--- config.mk ---
export PLATFORM = sky130hd
export DESIGN_NAME = t_clkq_setup_reader_flat
export DESIGN_NICKNAME = d
export VERILOG_FILES = /design/src/rtl/t_clkq_setup_reader_pkg.sv /design/src/rtl/t_clkq_setup_reader_if.sv /design/src/rtl/t_clkq_delta_stats.sv /design/src/rtl/t_clkq_setup_reader.sv /design/src/flat_wrapper.sv
export SDC_FILE = /design/constraint.sdc
export NUM_CORES = 1
export LEC_CHECK = 0
export ABC_AREA = 0
export CELL_PAD_IN_SITES_DETAIL_PLACEMENT = 1
export CELL_PAD_IN_SITES_GLOBAL_PLACEMENT = 2
export CORE_UTILIZATION = 35
export CTS_CLUSTER_DIAMETER = 50
export DETAILED_ROUTE_END_ITERATION = 8
export PLACE_DENSITY_LB_ADDON = 0.2
export SYNTH_ARGS = -nofsm -noshare
export SYNTH_HDL_FRONTEND = slang
export SYNTH_SLANG_ARGS = --single-unit
--- constraint.sdc ---
create_clock -name clk -period 4.6 [get_ports clk]
set_input_delay 0.69 -clock clk [delete_from_list [all_inputs] [get_ports clk]]
set_output_delay 0.69 -clock clk [all_outputs]
set_load 0.02 [all_outputs]
--- src/rtl/t_clkq_setup_reader_pkg.sv ---
// rtl/t_clkq_setup_reader_pkg.sv - shared types and width helpers for the t_clkq+t_setup reader
package t_clkq_reader_pkg;

  // Controller states; WAIT spans the measurement window itself
  typedef enum logic [2:0] {
    IDLE = 3'd0,
    ARM  = 3'd1,
    WAIT = 3'd2,
    SNAP = 3'd3,
    DONE = 3'd4
  } state_t;

  // Sum of n deltas of cnt_w bits cannot overflow this width
  function automatic int acc_width(input int cnt_w, input int n);
    return cnt_w + $clog2(n + 1);
  endfunction

  // Sample counter must be able to hold the value n
  function automatic int samp_width(input int n);
    return $clog2(n + 1);
  endfunction

endpackage

--- src/rtl/t_clkq_setup_reader_if.sv ---
// rtl/t_clkq_setup_reader_if.sv - request/result handshake bundle between host and reader
interface t_clkq_setup_reader_if
  import t_clkq_reader_pkg::*;
#(
  parameter int CNT_WIDTH   = 8,
  parameter int WIN_WIDTH   = 9,
  parameter int NUM_SAMPLES = 4
);
  localparam int ACC_WIDTH = acc_width(CNT_WIDTH, NUM_SAMPLES);

  logic                 req_valid;
  logic                 req_ready;
  logic [WIN_WIDTH-1:0] window_len;
  logic                 res_valid;
  logic                 res_ready;
  logic [ACC_WIDTH-1:0] res_sum;
  logic [CNT_WIDTH-1:0] res_min;
  logic [CNT_WIDTH-1:0] res_max;
  logic                 res_err;

  // Host side: issues requests, consumes results
  modport master (
    output req_valid, window_len, res_ready,
    input  req_ready, res_valid, res_sum, res_min, res_max, res_err
  );

  // Reader side: accepts requests, produces results
  modport slave (
    input  req_valid, window_len, res_ready,
    output req_ready, res_valid, res_sum, res_min, res_max, res_err
  );

endinterface

--- src/rtl/t_clkq_delta_stats.sv ---
// rtl/t_clkq_delta_stats.sv - window snapshot registers and running sum/min/max of deltas
module t_clkq_delta_stats #(
  parameter int CNT_WIDTH = 8,
  parameter int ACC_WIDTH = 11
) (
  input  logic                 clk,
  input  logic                 rst,
  input  logic                 clr,
  input  logic                 cap0,
  input  logic                 cap1,
  input  logic                 upd,
  input  logic [CNT_WIDTH-1:0] cnt_in,
  output logic [ACC_WIDTH-1:0] sum,
  output logic [CNT_WIDTH-1:0] min_val,
  output logic [CNT_WIDTH-1:0] max_val
);

  logic [CNT_WIDTH-1:0] cnt0_q, cnt0_d;
  logic [CNT_WIDTH-1:0] cnt1_q, cnt1_d;
  logic [ACC_WIDTH-1:0] sum_q, sum_d;
  logic [CNT_WIDTH-1:0] min_q, min_d;
  logic [CNT_WIDTH-1:0] max_q, max_d;
  logic [CNT_WIDTH-1:0] delta;

  // Modular subtract: a counter wrap inside the window still yields the true distance
  assign delta = cnt1_q - cnt0_q;

  // Next-value logic for snapshots and statistics
  always_comb begin
    cnt0_d = cnt0_q;
    cnt1_d = cnt1_q;
    sum_d  = sum_q;
    min_d  = min_q;
    max_d  = max_q;
    if (clr) begin
      sum_d = '0;
      min_d = '1;
      max_d = '0;
    end
    if (cap0) cnt0_d = cnt_in;
    if (cap1) cnt1_d = cnt_in;
    if (upd) begin
      sum_d = sum_q + ACC_WIDTH'(delta);
      if (delta < min_q) min_d = delta;
      if (delta > max_q) max_d = delta;
    end
  end

  // Statistic registers
  always_ff @(posedge clk or posedge rst) begin
    if (rst) begin
      cnt0_q <= '0;
      cnt1_q <= '0;
      sum_q  <= '0;
      min_q  <= '0;
      max_q  <= '0;
    end else begin
      cnt0_q <= cnt0_d;
      cnt1_q <= cnt1_d;
      sum_q  <= sum_d;
      min_q  <= min_d;
      max_q  <= max_d;
    end
  end

  assign sum     = sum_q;
  assign min_val = min_q;
  assign max_val = max_q;

endmodule

--- src/rtl/t_clkq_setup_reader.sv ---
// rtl/t_clkq_setup_reader.sv - sequences measurement windows and reports delta statistics
module t_clkq_setup_reader
  import t_clkq_reader_pkg::*;
#(
  parameter int CNT_WIDTH   = 8,
  parameter int WIN_WIDTH   = 9,
  parameter int NUM_SAMPLES = 4
) (
  input  logic                  clk,
  input  logic                  rst,
  t_clkq_setup_reader_if.slave  bus,
  output logic                  meas_start,
  input  logic [CNT_WIDTH-1:0]  meas_cnt,
  output logic                  busy
);

  localparam int ACC_WIDTH = acc_width(CNT_WIDTH, NUM_SAMPLES);
  localparam int SW        = samp_width(NUM_SAMPLES);
  localparam logic [SW-1:0] LAST_SAMPLE = SW'(NUM_SAMPLES - 1);
  // A window longer than the counter range would alias onto a shorter delta
  localparam int unsigned MAX_W = (2 ** CNT_WIDTH) - 1;

  state_t               state_q, state_d;
  logic [WIN_WIDTH-1:0] win_q, win_d;
  logic [WIN_WIDTH-1:0] wcnt_q, wcnt_d;
  logic [SW-1:0]        samp_q, samp_d;
  logic                 err_q, err_d;

  logic                 win_bad;
  logic                 st_clr, st_cap0, st_cap1, st_upd;
  logic [ACC_WIDTH-1:0] stat_sum;
  logic [CNT_WIDTH-1:0] stat_min, stat_max;

  assign win_bad = (bus.window_len == '0) || (32'(bus.window_len) > MAX_W);

  // State and control registers
  always_ff @(posedge clk or posedge rst) begin
    if (rst) begin
      state_q <= IDLE;
      win_q   <= '0;
      wcnt_q  <= '0;
      samp_q  <= '0;
      err_q   <= 1'b0;
    end else begin
      state_q <= state_d;
      win_q   <= win_d;
      wcnt_q  <= wcnt_d;
      samp_q  <= samp_d;
      err_q   <= err_d;
    end
  end

  // Next-state selection
  always_comb begin
    state_d = state_q;
    case (state_q)
      IDLE: if (bus.req_valid) state_d = win_bad ? DONE : ARM;
      ARM:  state_d = WAIT;
      WAIT: if (wcnt_q == '0) state_d = SNAP;
      SNAP: state_d = (samp_q == LAST_SAMPLE) ? DONE : ARM;
      DONE: if (bus.res_ready) state_d = IDLE;
      default: state_d = IDLE;
    endcase
  end

  // Window counter, sample counter and statistics strobes
  always_comb begin
    win_d   = win_q;
    wcnt_d  = wcnt_q;
    samp_d  = samp_q;
    err_d   = err_q;
    st_clr  = 1'b0;
    st_cap0 = 1'b0;
    st_cap1 = 1'b0;
    st_upd  = 1'b0;
    case (state_q)
      IDLE: begin
        if (bus.req_valid) begin
          win_d  = bus.window_len;
          err_d  = win_bad;
          samp_d = '0;
          st_clr = 1'b1;
        end
      end
      ARM: begin
        wcnt_d  = win_q - WIN_WIDTH'(1);
        st_cap0 = 1'b1;
      end
      WAIT: begin
        if (wcnt_q == '0) st_cap1 = 1'b1;
        else              wcnt_d  = wcnt_q - WIN_WIDTH'(1);
      end
      SNAP: begin
        st_upd = 1'b1;
        samp_d = samp_q + SW'(1);
      end
      default: ;
    endcase
  end

  // Handshake and result outputs; a rejected request reports zeros
  always_comb begin
    bus.req_ready = (state_q == IDLE);
    bus.res_valid = (state_q == DONE);
    meas_start    = (state_q == ARM);
    busy          = (state_q != IDLE);
    bus.res_err   = err_q;
    bus.res_sum   = err_q ? '0 : stat_sum;
    bus.res_min   = err_q ? '0 : stat_min;
    bus.res_max   = err_q ? '0 : stat_max;
  end

  t_clkq_delta_stats #(
    .CNT_WIDTH(CNT_WIDTH),
    .ACC_WIDTH(ACC_WIDTH)
  ) u_stats (
    .clk    (clk),
    .rst    (rst),
    .clr    (st_clr),
    .cap0   (st_cap0),
    .cap1   (st_cap1),
    .upd    (st_upd),
    .cnt_in (meas_cnt),
    .sum    (stat_sum),
    .min_val(stat_min),
    .max_val(stat_max)
  );

endmodule
--- src/flat_wrapper.sv ---
// flat-port wrapper written by rule: the top's interface ports become plain ports
module t_clkq_setup_reader_flat import t_clkq_reader_pkg::*;
#(
  parameter int CNT_WIDTH   = 8,
  parameter int WIN_WIDTH   = 9,
  parameter int NUM_SAMPLES = 4
)
  (clk, rst, meas_start, meas_cnt, busy, bus_req_valid, bus_window_len, bus_res_ready, bus_req_ready, bus_res_valid, bus_res_sum, bus_res_min, bus_res_max, bus_res_err);
  t_clkq_setup_reader_if #(.CNT_WIDTH(CNT_WIDTH), .WIN_WIDTH(WIN_WIDTH), .NUM_SAMPLES(NUM_SAMPLES)) bus_i ();
  input  logic clk;
  input  logic rst;
  output logic meas_start;
  input  logic [CNT_WIDTH-1:0] meas_cnt;
  output logic busy;
  input wire logic [$bits(bus_i.req_valid)-1:0] bus_req_valid;
  input wire logic [$bits(bus_i.window_len)-1:0] bus_window_len;
  input wire logic [$bits(bus_i.res_ready)-1:0] bus_res_ready;
  output wire logic [$bits(bus_i.req_ready)-1:0] bus_req_ready;
  output wire logic [$bits(bus_i.res_valid)-1:0] bus_res_valid;
  output wire logic [$bits(bus_i.res_sum)-1:0] bus_res_sum;
  output wire logic [$bits(bus_i.res_min)-1:0] bus_res_min;
  output wire logic [$bits(bus_i.res_max)-1:0] bus_res_max;
  output wire logic [$bits(bus_i.res_err)-1:0] bus_res_err;
  assign bus_i.req_valid = bus_req_valid;
  assign bus_i.window_len = bus_window_len;
  assign bus_i.res_ready = bus_res_ready;
  assign bus_req_ready = bus_i.req_ready;
  assign bus_res_valid = bus_i.res_valid;
  assign bus_res_sum = bus_i.res_sum;
  assign bus_res_min = bus_i.res_min;
  assign bus_res_max = bus_i.res_max;
  assign bus_res_err = bus_i.res_err;
  t_clkq_setup_reader #(.CNT_WIDTH(CNT_WIDTH), .WIN_WIDTH(WIN_WIDTH), .NUM_SAMPLES(NUM_SAMPLES)) u_core (.clk(clk), .rst(rst), .bus(bus_i), .meas_start(meas_start), .meas_cnt(meas_cnt), .busy(busy));
endmodule
# Yosys cells after proc, flatten, opt, wreduce, memory -nomap -nowiden

Cells that the tools add are included.

Add/sub/neg operators: 5
Magnitude comparators: 3
Eq/ne operators: 9
Muxes and demuxes: 27
Reductions and logical operators: 12

Operator list:

| kind                                                                  | count |
|---|---|
| 8-bit two-way mux                                                     | 8 |
| 11-bit two-way mux                                                    | 3 |
| 9-bit logical NOT                                                     | 2 |
| 3-bit two-way mux                                                     | 6 |
| 9-bit case mux with 2 select lines                                    | 1 |
| 9-bit by 1-bit subtractor with 9-bit output, second input constant    | 2 |
| 3-bit case mux with 5 select lines                                    | 1 |
| 11-bit by 8-bit adder with 11-bit output                              | 1 |
| 3-bit by 2-bit equality test with 1-bit output, second input constant | 3 |
| 9-bit by 8-bit > comparator with 1-bit output, second input constant  | 1 |
| 9-bit two-way mux                                                     | 1 |
| 8-bit > comparator                                                    | 1 |
| 8-bit less-than comparator                                            | 1 |
| 8-bit subtractor                                                      | 1 |
| 1-bit two-way mux                                                     | 6 |
| 2-bit inequality test, second input constant                          | 3 |
| 3-bit case mux with 2 select lines                                    | 1 |
| 2-bit AND reduction                                                   | 3 |
| 2-bit nonzero test                                                    | 3 |
| 3-bit by 1-bit adder with 3-bit output, second input constant         | 1 |
| 3-bit by 1-bit equality test with 1-bit output, second input constant | 1 |
| 3-bit equality test, second input constant                            | 1 |
| 3-bit logical NOT                                                     | 1 |
| 3-bit AND reduction                                                   | 1 |
| other kinds (3)                                                       | 3 |

Register bits after elaboration: 68
Input bits: 21
Output and inout port bits: 32
Word-level logic and storage cells: 66

# Depth between registers and ports, before layout

Gate-level depths: netlist (run 1).

Depth in word-level cells: 5
Depth in mapped cells: 18
Depth with buffers taken out: 17

# Hierarchy

From an unflattened synthesis (run 1), not the netlist that was laid out.

Cell total of the unflattened synthesis: 455
Area total of the unflattened synthesis: 4372.9 µm²

By module, submodules not included:

| module              | times used | cells an instance | area each (µm²) | sequential area each (µm²) |
|---|---|---|---|---|
| t_clkq_delta_stats  | 1          | 276               | 2743.9          | 1076.0 |
| t_clkq_setup_reader | 1          | 179               | 1629.1          | 625.6 |

# Least setup slack after synthesis (run 1)

Ideal clock, no wire load.

Path type: reg2reg
From: register u_core.u_stats.cnt1_q[3]
To: register u_core.u_stats.min_q[5] (netlist: u_core.u_stats.min_val[5])
Data arrival time: 3.232 ns
Data required time: 4.523 ns
Slack: 1.291 ns
Stages on the path, launching flop included: 15
Period minus slack after synthesis: 3.309 ns
Path through: dfrtp_1 ha_1 and3_1 a2111oi_0 a21oi_1 xnor2_1 inv_1 ha_1 and4_1 o21ai_0 a21oi_1 a2111oi_4 buf_2 nor3_1 a21oi_1

Cells in the longest elaborated chain, start to end: 4

Ends and longest elaborated chain:

| what                        | RTL line                 | text |
|---|---|---|
| from (decl)                 | t_clkq_delta_stats.sv:19 | `logic [CNT_WIDTH-1:0] cnt1_q, cnt1_d;` |
| from (signal assigned)      | t_clkq_delta_stats.sv:59 | `cnt1_q <= cnt1_d;` |
| 8-bit subtractor *          | t_clkq_delta_stats.sv:26 | `assign delta = cnt1_q - cnt0_q;` |
| 8-bit less-than comparator  | t_clkq_delta_stats.sv:44 | `if (delta < min_q) min_d = delta;` |
| 8-bit two-way mux *         | t_clkq_delta_stats.sv:44 |  |
| 8-bit two-way mux *         | t_clkq_delta_stats.sv:42 | `if (upd) begin` |
| via u_core.u_stats.min_d[5] | t_clkq_delta_stats.sv:21 | `logic [CNT_WIDTH-1:0] min_q, min_d;` |
| to (signal assigned)        | t_clkq_delta_stats.sv:61 | `min_q <= min_d;` |
| to (decl)                   | t_clkq_delta_stats.sv:21 |  |

Mark *: on every way through the listed nets, which the timed path passes. The rest lies on a longest branch.
A chain may end at the register's enable or synchronous reset.

# Worst setup path in the final report (run 1)

Same ends and word-level chain as after synthesis.

==> metrics.cfg, run 1 <==
[worst_setup_path]
crit_start=u_core.u_stats.cnt1_q[3]
reg2reg_from=u_core.u_stats.cnt1_q[3]
cp_max_fo=16
arrival_ps=4290
cp.required_ps=4850
crit_path_end_kind=flop
crit_type=flop to flop
startpoint_type=flop

[logic_synthesis]
yosys_warnings=0
synth_edf_count=0
yosysTopAreaCell=dfrtp_1
synth_area_um2=4260
synthArstFlopShare=1.00
synth_top_flop_cell=dfrtp_1
synth_top_area_frac=0.399
synth-seq-cells=68
synthCells=475
synth_area_leaders=dfrtp_1 40%, ha_1 9.7%, nand2_1 6.1%, inv_1 3.8%, o21ai_0 3.4%
syn_nets=531
synth.avg_cell_area_um2=8.97
ys_seq_area_frac=0.399
ys_types=59

[global_routing]
antenna_found_initial=0
overflow=0
grt_pass1_vias=3783
grt_pass1_wl_um=18800
grt_max_degree=46
track_usage=0.189

[sta]
fin_tns_setup_ps=0
max_freq_ghz=0.248
hold_slack_ps=477
timing.final.ws_setup_ps=560
min_period_ps=4040
slew_violations=0
post-route-period-util=0.878
slew_headroom=0.350
rsz0062_at_grt=false
skew_ps=5.42
final-setup-viol-count=0
worst_pin_slew_ps=975
finalHoldViolCount=0

[die]
core_um2=11700
num_io_pins=53
initial_core_util=0.366
die-area_um2=12600
fp.dieH_um=112
core.rowCount=39
die_w_um=112

[clock_network]
post_cts_buffers=0
worstSkewPairLatency_ps=320
cts-buffers-inserted=9
cts_num_sinks=68
cts-resized-gates=0
cts.htree.levels=3
cts-root-buf=clkbuf_16
path_clk_slew_ps=60
ctsHoldBuffers=0
cts_tree=done
clock_path_buffers=2

[pwr]
switching_share=0.457
p_per_area_nw_per_um2=786
p_sw_mw=1.86
ir_drop_v=0.000234
comb_power_share=0.574
total_power_mw=4.07
leakage_nw=2.38
p_int_mw=2.21
power.share.sequential=0.260
power.share.clock=0.166

[placement]
dpl_cell_area_um2=4890
placed_cells=653
dp_slack_ps=574
place.port_buffers=52
hpwl_um=8150
gp_congestion=0.757

[hold_path]
hp-start=u_core.u_stats.sum[10]
hp-class=flop to flop

[detailed_routing]
final_antenna_net_count=0
via_per_inst=5.22
drt_iter0_markers=95
vias=3487
drc=0
dr.pass1.iters=4
route.detailed.wl_per_inst_um=16.3
drt_wl_total_um=10900

[layout]
stdcell_count=668
nFillCells=1360
syn_to_final_growth_pct=21.5
antenna_cells=0
design_area_um2=5180
drive_gt1_frac=0.0629
utilization=0.444
num-nets-final=577

[job]
drv_cap=0

[status]
status=completed

## flip-flops by register name, summed over array words and instances (netlist names)
name,count
u_core.u_stats.sum,11
u_core.bus.res_err,1
u_core.u_stats.cnt1_q,8
u_core.state_q,3
u_core.samp_q,3
u_core.u_stats.min_val,8
u_core.wcnt_q,9
u_core.u_stats.max_val,8
u_core.win_q,9
u_core.u_stats.cnt0_q,8
## final timing paths
path | end | cells after the start | slack, ps
setup / recovery | u_core.u_stats.min_val[5] | 13 | 560
hold / removal | u_core.u_stats.sum[10] | 1 | 480
setup reg to reg | u_core.u_stats.min_val[5] | 13 | 560
hold reg to reg | u_core.u_stats.sum[10] | 1 | 480
max in group asynchronous | u_core.u_stats.sum[8] | 3 | 2780
min in group asynchronous | u_core.u_stats.cnt1_q[2] | 2 | 900
## cells by family after synthesis
family / share of synthesized area
multiplexers: 0.0470
AND/OR/NAND/NOR: 0.203
adder cells (fa/ha/maj): 0.106
XOR/XNOR: 0.0329
buffers and inverters: 0.0558
AO/OA/AOI/OAI: 0.156
flip-flops: 0.399
## power groups by stage
stage                     combinational, mW  sequential [mW]  clock (mW)
after CTS                              2.36             1.06       0.693
final                                  2.34             1.06       0.675
after global routing                   2.63             1.10       0.721
after detailed placement               2.35             1.07           0
after global placement                 2.26             1.06           0
after floorplan                        1.73            0.953           0
## cell usage after synthesis (3+ instances only)
cell,number
nand2_1,69
dfrtp_1,68
inv_1,43
nor2_1,37
ha_1,33
o21ai_0,29
a21oi_1,27
nor2b_1,16
nor3_1,14
clkbuf_1,11
mux2i_1,11
xor2_1,9
mux2_2,8
xnor2_1,7
or3_1,6
a211oi_1,5
a21o_1,5
nand3_1,5
buf_2,4
nand2b_1,4
o21a_1,4
a22o_1,3
nand3b_1,3
nand4_1,3
o22ai_1,3
or2_2,3
## per-layer routing
| layer | part of all wire | up-vias | track usage |
|---|---|---|---|
| li1 | - | 1722 | - |
| met1 | 0.48 | 1707 | 0.250 |
| met2 | 0.48 | 47 | 0.319 |
| met3 | 0.021 | 11 | 0.0324 |
| met4 | 0.014 | 0 | 0.0560 |
| met5 | 0 | - | 0 |
## layout by cell type, fill, tap and decap left out, drive strengths merged, types with 3 or more instances in the layout
cell / count
a211oi: 5
a21o: 5
a21oi: 28
a22o: 3
clkbuf: 13
clkdlybuf4s50: 52
dfrtp: 68
ha: 33
inv: 43
mux2: 8
mux2i: 11
nand2: 70
nand2b: 4
nand3: 5
nand3b: 3
nand4: 3
nor2: 37
nor2b: 16
nor3: 14
nor3b: 4
nor4: 3
o211ai: 3
o21a: 4
o21ai: 30
o22ai: 3
or2: 3
or3: 6
xnor2: 7
xor2: 9
## layout make-up
class	count	area, µm²	area share
multi-input combinational	346	2320	0.449
sequential	68	1700	0.329
timing repair buffer	53	528	0.102
clock buffer	13	250	0.0483
tap	143	179	0.0345
inverter	43	161	0.0312
clock inverter	2	35.0	0.00676
## worst max-delay path: stages (launching register included)
cell and delay [ps]:
dfrtp_1 380, ha_1 330, and3_1 180, a2111oi_0 680, a21oi_1 170, xnor2_1 360, inv_1 210, ha_1 360
and4_1 200, o21ai_0 70, a21oi_1 90, a2111oi_4 650, nor3_1 110, a21oi_1 150
No activity file was read; power rests on OpenSTA's default activity.
==> run 2, diff against run 1 <==
--- a/config.mk
+++ b/config.mk
@@ -11,6 +11,8 @@
 export CORE_UTILIZATION = 35
 export CTS_CLUSTER_DIAMETER = 50
 export DETAILED_ROUTE_END_ITERATION = 8
+export GPL_TIMING_DRIVEN = 0
+export MAX_ROUTING_LAYER = met4
 export PLACE_DENSITY_LB_ADDON = 0.2
 export SYNTH_ARGS = -nofsm -noshare
 export SYNTH_HDL_FRONTEND = slang
==> metrics.cfg, run 2 (synthesis results as in run 1) <==
[worst_setup_path]
crit_start=u_core.u_stats.cnt0_q[1]
arrival_ps=4290  ; about the same
reg2reg_to=u_core.u_stats.min_val[5]
crit_path_end_kind=flop
startpoint_type=flop
r2r_cells=16  ; +3
crit_type=flop to flop
reg2reg_from=u_core.u_stats.cnt0_q[1]
timing.critical_path.to=u_core.u_stats.min_val[5]
r2r_slack_ps=570  ; about the same
cp_max_fo=10  ; -6
cp.required_ps=4860  ; about the same

[clock_network]
post_cts_buffers=0  ; unchanged
cts_tree=done
cts_num_sinks=68  ; unchanged
cts-buffers-inserted=9  ; unchanged
path_clk_slew_ps=60  ; about the same
ctsHoldBuffers=0  ; unchanged
worstSkewPairLatency_ps=340  ; +20 ps
cts.htree.levels=3  ; unchanged
cts-root-buf=clkbuf_16
clock_path_buffers=2  ; unchanged
cts-resized-gates=0  ; unchanged

[detailed_routing]
final_antenna_net_count=0  ; unchanged
via_per_inst=5.15  ; -1.4%
dr.pass1.iters=4  ; unchanged
drc=0  ; unchanged
drt_iter0_markers=120  ; +26%
vias=3532  ; +1.3%
route.detailed.wl_per_inst_um=16.1  ; -1.2%
drt_wl_total_um=11100  ; +1.5%

[sta]
skew_ps=5.56  ; +0.145 ps
worst_pin_slew_ps=766  ; -210 ps
min_period_ps=4030  ; -7.23 ps
fin_tns_setup_ps=0  ; unchanged
final-setup-viol-count=0  ; unchanged
slew_headroom=0.476  ; +0.127
max_freq_ghz=0.248  ; +0.18%
finalHoldViolCount=0  ; unchanged
post-route-period-util=0.877  ; -0.00157
slew_violations=0  ; unchanged
rsz0062_at_grt=false

[layout]
largest_reg_flops=11  ; unchanged
drive_gt1_frac=0.0718  ; +0.00897
antenna_cells=0  ; unchanged
syn_to_final_growth_pct=23.5
regArea_um2=1700  ; unchanged
nFillCells=1337  ; -1.7%
design_area_um2=5260  ; +1.6%
layout_commonest_cell=nand2_1
num-nets-final=595  ; +3.1%
multi_input_area_um2=2320  ; unchanged
mostFrequentLayoutCells=69 x nand2_1, 68 x dfrtp_1, 52 x clkdlybuf4s50_1, 42 x inv_1, 37 x nor2_1

[hold_path]
hp-class=flop to flop

[die]
fp.dieH_um=112  ; unchanged
core.rowCount=39  ; unchanged
die_w_um=112  ; unchanged
core_um2=11700  ; unchanged
num_io_pins=53  ; unchanged
initial_core_util=0.366  ; unchanged
die-area_um2=12600  ; unchanged

[placement]
hpwl_um=8340  ; +2.4%
place.port_buffers=52  ; unchanged
gp_congestion=0.783  ; +3.5%
dpl_cell_area_um2=4990  ; +2.0%

[global_routing]
grt_pass1_wl_um=19200  ; +1.8%
overflow=0  ; unchanged
track_usage=0.203  ; +0.0142
grt_pass1_vias=3799  ; +0.42%
grt_max_degree=69  ; +50%
antenna_found_initial=0  ; unchanged

[pwr]
ir_drop_v=0.000271  ; +16%
leakage_nw=2.43  ; +1.8%
p_per_area_nw_per_um2=776  ; -1.3%

[status]
status=completed

[job]
drv_cap=0  ; unchanged

==> run 2: worst min-delay path by stage <==
stage	start	end	depth (start not counted)
floorplan	u_core.u_stats.sum[10]	u_core.u_stats.sum[10]	1
detailed placement	u_core.samp_q[2]	u_core.samp_q[2]	2
finish	u_core.u_stats.cnt0_q[0]	u_core.u_stats.cnt0_q[0]	2
global placement	u_core.samp_q[2]	u_core.samp_q[2]	2
global route	u_core.u_stats.sum[10]	u_core.u_stats.sum[10]	1
CTS	u_core.samp_q[2]	u_core.samp_q[2]	2
==> run 2: metrics by stage <==
stage	instances	total power, mW	hold slack, ps	worst slack (ps)	utilization
6_report	686	4.09	489	568	0.451
5_1_grt	686	4.48	536	212	0.451
4_1_cts	686	4.15	490	535	0.451
3_5_place_dp	671	3.47	476	550	0.428
3_3_place_gp	670	3.37	464	621	0.425
2_1_floorplan	475	2.68	440	1290	-
==> run 2: routing by layer <==
metal / track usage / part of all wire / vias to the layer above
li1: - / - / 1764
met1: 0.256 / 0.48 / 1713
met2: 0.330 / 0.48 / 44
met3: 0.0281 / 0.020 / 11
met4: 0.0844 / 0.018 / 0
met5: - / 0 / -
==> run 2: power breakdown <==
group | total [mW] | internal [mW] | switching, mW
combinational | 2.45 | 0.997 | 1.45
clock | 0.649 | 0.390 | 0.259
sequential | 0.992 | 0.821 | 0.171
total | 4.09 | 2.21 | 1.88
==> run 2: final cells by class <==
cell class | instances | area share
Inverter | 43 | 0.0311
Clock buffer | 13 | 0.0495
Multi-Input combinational cell | 346 | 0.442
Buffer | 18 | 0.0145
Sequential cell | 68 | 0.323
Clock inverter | 2 | 0.00190
Tap cell | 143 | 0.0340
Timing Repair Buffer | 53 | 0.104
==> run 2: critical path: stages (launching register included) <==
cell	delay [ps]
dfrtp_1	360
inv_1	120
ha_1	250
nand2b_1	90
a21oi_1	70
a2111oi_0	700
a21oi_1	160
xnor2_1	380
inv_1	190
ha_1	360
and4_1	210
o21ai_0	70
a21oi_1	90
a2111oi_4	390
buf_2	310
nor3_1	70
a21oi_1	140
